### src/rtl/mem_wb_writeback.sv
// mem_wb_writeback: MEM/WB pipeline register with load formatting, write-back select, forwarding hits and retire counter.
module mem_wb_writeback #(
  parameter int XLEN  = 32,
  parameter int CNT_W = 32
) (
  input  logic             clk,
  input  logic             rst,
  input  logic             stall,
  input  logic             flush,
  input  logic             in_valid,
  input  logic             in_reg_write,
  input  logic [4:0]       in_dst,
  input  logic [1:0]       in_wb_sel,
  input  logic [2:0]       in_load_type,
  input  logic [XLEN-1:0]  in_alu_result,
  input  logic [XLEN-1:0]  in_mem_rdata,
  input  logic [XLEN-1:0]  in_pc_plus8,
  input  logic [4:0]       fwd_addr_a,
  input  logic [4:0]       fwd_addr_b,
  output logic             Write_Reg,
  output logic [4:0]       W_Addr,
  output logic [XLEN-1:0]  W_Data,
  output logic             fwd_hit_a,
  output logic             fwd_hit_b,
  output logic [CNT_W-1:0] retired
);
  logic            valid, reg_write;
  logic [4:0]      dst;
  logic [1:0]      wb_sel;
  logic [2:0]      load_type;
  logic [XLEN-1:0] alu_result, mem_rdata, pc_plus8;
  logic [7:0]      byte_val;
  logic [15:0]     half_val;
  logic [XLEN-1:0] load_val;
  // The occupant leaves on any flush, even one that overrides a stall.
  always_ff @(posedge clk) begin
    if (rst) begin
      valid      <= 1'b0;
      reg_write  <= 1'b0;
      dst        <= '0;
      wb_sel     <= '0;
      load_type  <= '0;
      alu_result <= '0;
      mem_rdata  <= '0;
      pc_plus8   <= '0;
      retired    <= '0;
    end else begin
      if (valid && (!stall || flush)) retired <= retired + 1'b1;
      if (flush) begin
        valid     <= 1'b0;
        reg_write <= 1'b0;
      end else if (!stall) begin
        valid      <= in_valid;
        reg_write  <= in_reg_write;
        dst        <= in_dst;
        wb_sel     <= in_wb_sel;
        load_type  <= in_load_type;
        alu_result <= in_alu_result;
        mem_rdata  <= in_mem_rdata;
        pc_plus8   <= in_pc_plus8;
      end
    end
  end
  always_comb begin
    byte_val  = 8'(mem_rdata >> {alu_result[1:0], 3'b000});
    half_val  = alu_result[1] ? mem_rdata[31:16] : mem_rdata[15:0];
    load_val  = load_type == 3'd1 ? {{24{byte_val[7]}}, byte_val} :
                load_type == 3'd2 ? {24'b0, byte_val} :
                load_type == 3'd3 ? {{16{half_val[15]}}, half_val} :
                load_type == 3'd4 ? {16'b0, half_val} : mem_rdata;
    Write_Reg = valid & reg_write & (dst != 5'd0);
    W_Addr    = Write_Reg ? dst : 5'd0;
    W_Data    = !Write_Reg ? '0 :
                wb_sel == 2'd2 ? pc_plus8 :
                wb_sel == 2'd1 ? load_val : alu_result;
    fwd_hit_a = Write_Reg & (fwd_addr_a == W_Addr);
    fwd_hit_b = Write_Reg & (fwd_addr_b == W_Addr);
  end
endmodule

### config.mk
export PLATFORM = sky130hd
export DESIGN_NAME = mem_wb_writeback
export DESIGN_NICKNAME = d
export VERILOG_FILES = /design/src/rtl/mem_wb_writeback.sv
export SDC_FILE = /design/constraint.sdc
export NUM_CORES = 1
export LEC_CHECK = 0
export CAP_MARGIN = 5
export CORE_ASPECT_RATIO = 2
export CORE_UTILIZATION = 49
export CTS_CLUSTER_DIAMETER = 50
export DETAILED_ROUTE_END_ITERATION = 6
export PLACE_DENSITY = 0.89
export REMOVE_ABC_BUFFERS = 1
export SYNTH_ARGS = -nofsm -noshare
export SYNTH_HDL_FRONTEND = slang
export SYNTH_SLANG_ARGS = --single-unit
### constraint.sdc
create_clock -name clk -period 2.52 [get_ports clk]
set_input_delay 0.252 -clock clk [delete_from_list [all_inputs] [get_ports clk]]
set_output_delay 0.252 -clock clk [all_outputs]
set_load 0.02 [all_outputs]
==> results of run 1 <==
## flip-flops by register name (all words and copies together) (netlist names)
name / flops
mem_rdata: 32
alu_result: 32
pc_plus8: 32
load_type: 3
reg_write: 1
wb_sel: 2
retired: 32
dst: 5
valid: 1
## layer usage
metal	vias to the layer above	share of wire, %
met5	-	0
met4	0	6.8
met3	111	5.6
met2	367	53
met1	3693	35
li1	3690	-
## worst max-delay path, stage by stage (launching register included)
cell and delay [ns]:
dfxtp_2 0.35, mux2_4 0.31, or4_4 0.50, and3_4 0.22, buf_8 0.15, a21oi_2 0.12
nor2_1 0.06, buf_2 0.16
## kinds of logic (layout without fill, tap and decap cells)
| logic type | Yosys count | count (layout) | share of synthesized area [%] |
|---|---|---|---|
| xor gates and xnor gates | 40 | 40 | 4.86 |
| other | 0 | 2 | 0 |
| AOI/OAI and AO/OA | 226 | 226 | 18.2 |
| DFF | 140 | 140 | 38.9 |
| and+or+nand+nor | 434 | 434 | 26.1 |
| muxes | 28 | 28 | 5.10 |
| adders and majority gates | 15 | 15 | 2.12 |
| buffers and inverters | 86 | 288 | 4.82 |
## power breakdown
group | leakage, uW | internal [uW] | switching, uW
clock network | 0.000294 | 1620 | 1030
registers | 0.00114 | 2290 | 75.1
logic | 0.00233 | 394 | 377
total | 0.00377 | 4310 | 1490
## stage by stage
| step | power, uW | hold slack [ns] | cell area [um2] | setup WS, ns |
|---|---|---|---|---|
| after floorplan | 2710 | 0.321 | 6900 | -1.30 |
| after global placement | 3110 | 0.439 | 9560 | -0.0308 |
| after detailed placement | 3130 | 0.444 | 9560 | -0.0580 |
| after CTS | 5760 | 0.277 | 10200 | -0.0538 |
| after global routing | 5970 | 0.304 | 10300 | -0.0655 |
| final | 5800 | 0.270 | 10300 | -0.0113 |
## placed cells by master, fill, tap and decap left out, drive strengths merged, types with 3 or more instances in the layout
cell type      instances
nand4                 19
dlymetal6s2s           3
bufinv                 3
and4                   6
clkdlybuf4s50        155
o21ai                 28
dfxtp                140
nor3                   8
a21oi                152
mux2i                  6
and3                   9
a31oi                  9
xor2                  22
nor4                   6
inv                   10
and2                   4
mux2                  17
or3                    4
mux4                   5
clkinvlp               3
o221ai                13
nor2                  73
nand2                260
clkinv                 4
xnor2                 18
nand2b                13
clkbuf                27
maj3                  14
a311oi                 6
dlygate4sd2            3
a211oi                 7
nor2b                  8
buf                   80
nand3                 15
## repair_timing
| item | CTS | global route |
|---|---|---|
| cloned | 0 | 0 |
| endpoints found under the setup margin | 35 | 37 |
| hold buffers | 0 | 0 |
| gates resized for setup | 122 | 76 |
| buffers inserted | 2 | 2 |
| pin swaps | 1 | 6 |
## path summary, 6_finish.rpt
check | start | endpoint | slack [ns] | cells after the start
max | alu_result[1] | W_Data[23] | -0.01 | 7
max reg2reg | retired[5] | retired[31] | 0.56 | 5
min reg2reg | pc_plus8[31] | pc_plus8[31] | 0.45 | 2
min | rst | retired[7] | 0.27 | 2
## area by class of cell
cell class	instances	share of cell area, %
antenna	2	0.0485
clock buffer	20	4.43
clock inverter	12	1.56
inverter	8	0.315
multi-input combinational	743	41.2
sequential	140	27.2
tap	192	2.33
timing repair buffer	248	22.9
==> results.py, run 1 <==
metrics = {
    "status": {
        "status": "complete, but fails checks",
        "violations": "negative setup slack",
    },
    "clock_network": {
        "clock_latency_ns": 0.42,
        "clk_pin_slew_ns": 0.06,
        "cts.sinks": 140,
        "htree_levels": 4,
        "numCtsBuffers": 17,
        "root_buffer": "clkbuf_16",
        "cts_tree": "built",
        "cts_buffer_depth": 2,
    },
    "final_layout": {
        "instances_no_fill": 1365,
        "final_util_pct": 71.9,
        "final_nets": 1281,
        "syn_to_final_growth_pct": 43.0,
        "fillers": 1085,
        "drive_gt1_share_pct": 16.0,
        "seqCellArea_um2": 2810,
        "multi_input_area_um2": 4240,
    },
    "critical_path": {
        "worstPathRequired_ns": 2.27,
        "critPathKind": "flop to output pin",
        "worstPathArrival_ns": 2.28,
        "cp_max_fo": 8,
        "startpoint_type": "flop",
        "cp-end-kind": "output pin",
    },
    "routing": {
        "wl_per_cell_um": 18.3,
        "final_antenna_net_count": 0,
        "drc": 0,
        "first_pass_iters": 7,
        "num_vias": 7861,
        "drt_iter0_drc": 701,
        "viasPerCell": 5.76,
        "routed_wl_um": 24900,
    },
    "timing": {
        "max_clock_freq_ghz": 0.395,
        "relSlewSlack_pct": 54.2,
        "layout_min_cycle_time_ns": 2.53,
        "fin_skew_ns": 0.00637,
        "hold_viol_final": 0,
        "rsz0062_at_grt": "true",
        "tightest_slew_ns": 0.685,
        "final.setup.worst_slack_ns": -0.0113,
        "slew_violations": 0,
        "tns_ns": -0.0165,
        "finalSetupViolations": 4,
        "finalCritPeriodShare_pct": 100,
    },
    "floorplan": {
        "rows": 62,
        "initial_core_util_pct": 50.3,
        "die_h_um": 174,
        "boundaryPins": 194,
        "dieArea_um2": 15200,
        "core_area_um2": 14400,
        "die_w_um": 87.8,
    },
    "grt": {
        "gr-usage-met1_pct": 33.9,
        "grt_util_met2_pct": 57.4,
        "grt_pass1_vias": 7734,
        "antenna_found_initial": 2,
        "use_met3_pct": 6.33,
        "groute.usage.overall_pct": 33.1,
        "overflow": 0,
        "grt_pass1_wl_um": 38900,
        "grt_max_degree": 59,
        "gr-max-usage-layer": "met2",
    },
    "power": {
        "worst_ir_drop_vdd_mv": 0.447,
        "power.density_nw_per_um2": 562,
        "p_leak_uw": 0.00377,
    },
    "placed_design": {
        "dpl.cell_count": 1327,
        "place_congestion": 0.934,
        "hpwl_um": 17200,
        "portBuffers": 193,
    },
    "synth": {
        "ys.flop_type": "dfxtp_1",
        "ys_types": 49,
        "synth_edf_count": 0,
        "synth_area_leaders": "dfxtp_1 (39%), nand2_1 (14%), a21oi_1 (9.9%), nor2_1 (3.8%), clkbuf_1 (3.0%)",
        "ys_seq_elements": 140,
        "yosys_warnings": 0,
        "ys_seq_area_share_pct": 38.9,
        "synth_most_common_cell": "nand2_1",
        "synthArstFlopShare_pct": 0,
        "netlist_area_um2": 7210,
        "synthTopCellsByCount": "nand2_1 (260), a21oi_1 (142), dfxtp_1 (140)",
        "synth_top_area_cell": "dfxtp_1",
        "yosysTopAreaCellShare_pct": 38.9,
        "syn_avg_cell_area_um2": 7.44,
        "synth_cells": 969,
    },
    "run": {
        "drv_cap": 0,
    },
    "worst_hold_path": {
        "hp-class": "input pin to flop",
    },
}
No activity file was read; power rests on OpenSTA's default activity.
==> inputs of run 2 (changes only) <==
Settings changed: ABC_AREA from default to 0, RECOVER_POWER from default to 100.
==> run 2 against run 1 <==
- the run still ends with negative setup slack left
- worst setup slack gained 0.00055 ns
- non-clock buffer count is the same
- total power shrank 0.11%
- critical path type unchanged
- via count shrank 0.18%
- final cell count is the same
- routed wire length shrank 0.13%
- critical endpoint unchanged
- final area shrank 0.33%
- clock skew grew 0.0017 ns
- sequential share of layout area grew 0.089 points
==> results.py, run 2 (synthesis gave the netlist of run 1 again) <==
metrics = {
    "status": {
        "status": "complete, but fails checks",
        "violations": "negative setup slack",
    },
    "clock_network": {
        "cts.sinks": 140,
        "clock_latency_ns": 0.42,
        "htree_levels": 4,
        "cts_buffer_depth": 2,
        "cts_tree": "built",
        "numCtsBuffers": 17,
        "clk_pin_slew_ns": 0.06,
        "root_buffer": "clkbuf_16",
    },
    "floorplan": {
        "die_h_um": 174,
        "initial_core_util_pct": 50.3,
        "die_w_um": 87.8,
        "dieArea_um2": 15200,
        "rows": 62,
        "core_area_um2": 14400,
        "boundaryPins": 194,
    },
    "final_layout": {
        "final_cell_mix": "nand2_1 (260), a21oi_1 (137), dfxtp_1 (135), clkdlybuf4s50_1 (119), nor2_1 (68)",
        "final_nets": 1281,
        "postLayoutCellArea_um2": 10300,
        "drive_gt1_share_pct": 15.5,
        "final_common_cell": "nand2_1",
        "syn_to_final_growth_pct": 42.5,
        "instances_no_fill": 1365,
    },
    "placed_design": {
        "dpl.cell_count": 1327,
        "placed_area_um2": 9560,
        "hpwl_um": 17200,
        "portBuffers": 193,
        "place_congestion": 0.934,
    },
    "grt": {
        "overflow": 0,
        "grt_pass1_vias": 7734,
        "groute.usage.overall_pct": 33.1,
        "antenna_found_initial": 2,
        "grt_max_degree": 59,
        "grt_pass1_wl_um": 38900,
    },
    "critical_path": {
        "critPathKind": "flop to output pin",
        "worstPathArrival_ns": 2.28,
        "cp-end-kind": "output pin",
        "cp_max_fo": 8,
        "worstPathRequired_ns": 2.27,
        "startpoint_type": "flop",
    },
    "timing": {
        "slew_violations": 0,
        "tns_ns": -0.0172,
        "hold_viol_final": 0,
        "max_clock_freq_ghz": 0.395,
        "rsz0062_at_grt": "true",
        "fin_skew_ns": 0.00807,
        "layout_min_cycle_time_ns": 2.53,
        "finalCritPeriodShare_pct": 100,
        "tightest_slew_ns": 1.44,
        "finalSetupViolations": 2,
        "relSlewSlack_pct": 3.66,
        "final.setup.worst_slack_ns": -0.0107,
    },
    "routing": {
        "drc": 0,
        "num_vias": 7847,
        "viasPerCell": 5.75,
        "routed_wl_um": 24900,
        "wl_per_cell_um": 18.2,
        "first_pass_iters": 6,
        "final_antenna_net_count": 0,
        "drt_iter0_drc": 688,
    },
    "power": {
        "p_leak_uw": 0.00387,
        "worst_ir_drop_vdd_mv": 0.445,
        "power.density_nw_per_um2": 563,
    },
    "run": {
        "drv_cap": 0,
    },
    "worst_hold_path": {
        "hp-class": "input pin to flop",
    },
}
run 2: stage by stage:
stage / setup slack, ns / hold WS (ns) / power, uW / util, %
after floorplan: -1.30 / 0.321 / 2710 / -
after global placement: -0.0308 / 0.439 / 3110 / 66.6
after detailed placement: -0.0580 / 0.444 / 3130 / 66.6
after CTS: -0.0538 / 0.277 / 5760 / 70.8
after global routing: -0.0655 / 0.304 / 5960 / 71.6
final: -0.0107 / 0.271 / 5790 / 71.6
run 2: cell type report:
class / instances / area, um2
fill: 1092 / 4070
antenna: 2 / 5.00
timing repair buffer: 248 / 2340
clock buffer: 20 / 457
inverter: 8 / 32.5
multi-input combinational: 743 / 4230
tap: 192 / 240
sequential: 140 / 2810
clock inverter: 12 / 161
run 2: path summary, 6_finish.rpt:
check,start,endpoint,slack (ns),cells after the start
setup / recovery,alu_result[1],W_Data[23],-0.01,7
hold reg to reg,pc_plus8[31],pc_plus8[31],0.45,2
hold / removal,rst,retired[7],0.27,2
setup reg to reg,retired[5],retired[31],0.57,5
run 2: timing repair:
| item | in CTS | in global routing |
|---|---|---|
| gates resized for setup | 122 | 76 |
| hold endpoints to repair | 0 | 0 |
| buffers inserted | 2 | 2 |
| pin swaps | 1 | 6 |
| hold buffers | 0 | 0 |
| endpoints found under the setup margin | 35 | 37 |
run 2: critical path, cell delays in order, from the launching register on:
cell	delay, ns
dfxtp_2	0.35
mux2_4	0.31
or4_4	0.50
and3_4	0.22
buf_8	0.15
a21oi_2	0.12
nor2_1	0.06
buf_2	0.16
run 2: power by group:
part	switching (uW)	internal, uW
combinational	376	392
sequential	74.8	2290
clock	1030	1620
total	1480	4310
run 2: routing by layer:
layer,GRT usage (%),vias to the layer above,share of wire (%)
met5,0,-,0
met2,57.4,383,53
met3,6.33,115,5.8
met4,24.5,0,6.8
met1,33.9,3666,35
li1,-,3683,-
==> inputs of run 3 (changes only) <==
Settings changed: CORE_UTILIZATION 49 to 60, DONT_BUFFER_PORTS from default to 1, PLACE_DENSITY 0.89 to 0.84.
==> run 3 against run 2 <==
- the flow now finishes without violations
- final cell count is 9.4% lower
- die area down 18%
- largest cell class unchanged
- maximum frequency grew 0.93%
- worst setup slack improved by 0.023 ns
- non-clock buffer count is 81 lower
- highest routed layer unchanged
- critical endpoint is now W_Data[30]
- clock power shrank 5%
- clock-buffer cell count down 3
- routed wire length is 4.9% higher
- utilization up 9.4 points
==> results.py, run 3 (synthesis gave the netlist of run 1 again) <==
metrics = {
    "status": {
        "status": "completed",
    },
    "power": {
        "power.density_nw_per_um2": 589,
        "p_leak_uw": 0.00338,
        "worst_ir_drop_vdd_mv": 0.566,
        "p_total_uw": 5580,
    },
    "placed_design": {
        "portBuffers": 0,
        "dpl.cell_count": 1090,
        "dp_slack_ns": 0.227,
        "hpwl_um": 14300,
        "place_congestion": 0.914,
    },
    "floorplan": {
        "boundaryPins": 194,
        "core_area_um2": 11700,
        "initial_core_util_pct": 61.6,
        "die_w_um": 79.5,
        "dieArea_um2": 12500,
        "rows": 56,
        "die_h_um": 157,
    },
    "grt": {
        "grt_pass1_wl_um": 38300,
        "antenna_found_initial": 1,
        "grt_pass1_vias": 7905,
        "grt_max_degree": 123,
        "groute.usage.overall_pct": 39.9,
        "overflow": 0,
    },
    "timing": {
        "hold_slack_ns": 0.00509,
        "final.setup.worst_slack_ns": 0.0125,
        "layout_min_cycle_time_ns": 2.51,
        "rsz0062_at_grt": "true",
        "fin_skew_ns": 0.00998,
        "finalSetupViolations": 0,
        "relSlewSlack_pct": 15.5,
        "hold_viol_final": 0,
        "max_clock_freq_ghz": 0.399,
        "tightest_slew_ns": 1.26,
        "slew_violations": 0,
        "finalCritPeriodShare_pct": 99.5,
    },
    "routing": {
        "first_pass_iters": 7,
        "viasPerCell": 6.46,
        "final_antenna_net_count": 0,
        "routed_wl_um": 26100,
        "drt_iter0_drc": 984,
        "wl_per_cell_um": 21.1,
        "drc": 0,
        "num_vias": 7990,
    },
    "critical_path": {
        "startpoint_type": "flop",
        "cp_max_fo": 3,
        "worstPathArrival_ns": 2.26,
        "cp-end-kind": "output pin",
        "worstPathRequired_ns": 2.27,
        "critPathKind": "flop to output pin",
    },
    "clock_network": {
        "cts_tree": "built",
        "clock_latency_ns": 0.42,
        "cts.sinks": 140,
        "root_buffer": "clkbuf_16",
        "cts_buffer_depth": 2,
        "clk_pin_slew_ns": 0.06,
        "numCtsBuffers": 17,
        "htree_levels": 4,
    },
    "final_layout": {
        "final_common_cell": "nand2_1",
        "instances_no_fill": 1237,
        "final_nets": 1202,
        "final_cell_mix": "nand2_1 (260), a21oi_1 (137), dfxtp_1 (134), dlygate4sd3_1 (108), nor2_1 (70)",
        "syn_to_final_growth_pct": 31.4,
        "drive_gt1_share_pct": 13.7,
    },
    "worst_hold_path": {
        "hp-class": "input pin to flop",
    },
    "run": {
        "drv_cap": 0,
    },
}
run 3: cell types whose count changed in the layout (fill, tap and decap cells not counted), sizes merged, moves of 3 or more:
cell,change
clkdlybuf4s50,-119
dlygate4sd3,+72
buf,-27
clkbuf,-5
dlygate4sd2,-3
dlymetal6s2s,-3
run 3: where the power goes:
group          total, uW  switching (uW)  internal (uW)
clock network       2530            1060           1470
logic                667             359            308
registers           2380            90.8           2290
total               5580            1510           4070
run 3: final cells by class:
class	instances	area (um2)
clock inverters	14	161
multi-input cells	744	4230
clock buffers	17	425
fillers	689	2220
well taps	145	181
diodes	1	2.50
repair inverters	1	8.76
inverters	8	56.3
flip-flops and latches	140	2820
repair buffers	167	1600
run 3: layer usage:
metal	global-route usage, %	wire [um]
met1	39.6	8620
met2	71.9	13700
met3	8.81	2070
met4	27.0	1770
met5	0	0
run 3: stage by stage:
step                      TNS, ns  utilization [%]  cell area [um2]
final                           0             81.0             9480
after global routing       -0.101             81.0             9480
after CTS                 -0.0125             80.5             9410
after detailed placement        0             64.5             7540
after global placement          0             64.5             7540
after floorplan           -148.29                -             6900
run 3: critical path: stages (launching register included):
cell	delay [ns]
dfxtp_4	0.36
mux2_4	0.32
or4_4	0.52
a32oi_1	0.28
a21oi_1	0.15
buf_4	0.20
run 3: worst paths after layout:
kind,from,endpoint,slack [ns],cells past startpoint
min,in_mem_rdata[4],mem_rdata[4],0.005,2
min reg2reg,pc_plus8[19],pc_plus8[19],0.45,2
max,alu_result[1],W_Data[30],0.01,5
max reg2reg,retired[5],retired[16],0.10,6
run 3: timing repair:
item / CTS / global route
setup endpoints to repair: 31 / 30
endpoints found under the hold margin: 140 / 0
pin swaps: 3 / 5
setup buffers: 3 / 1
hold buffers: 109 / 0
gates cloned: 1 / 2
resized for setup: 29 / 28
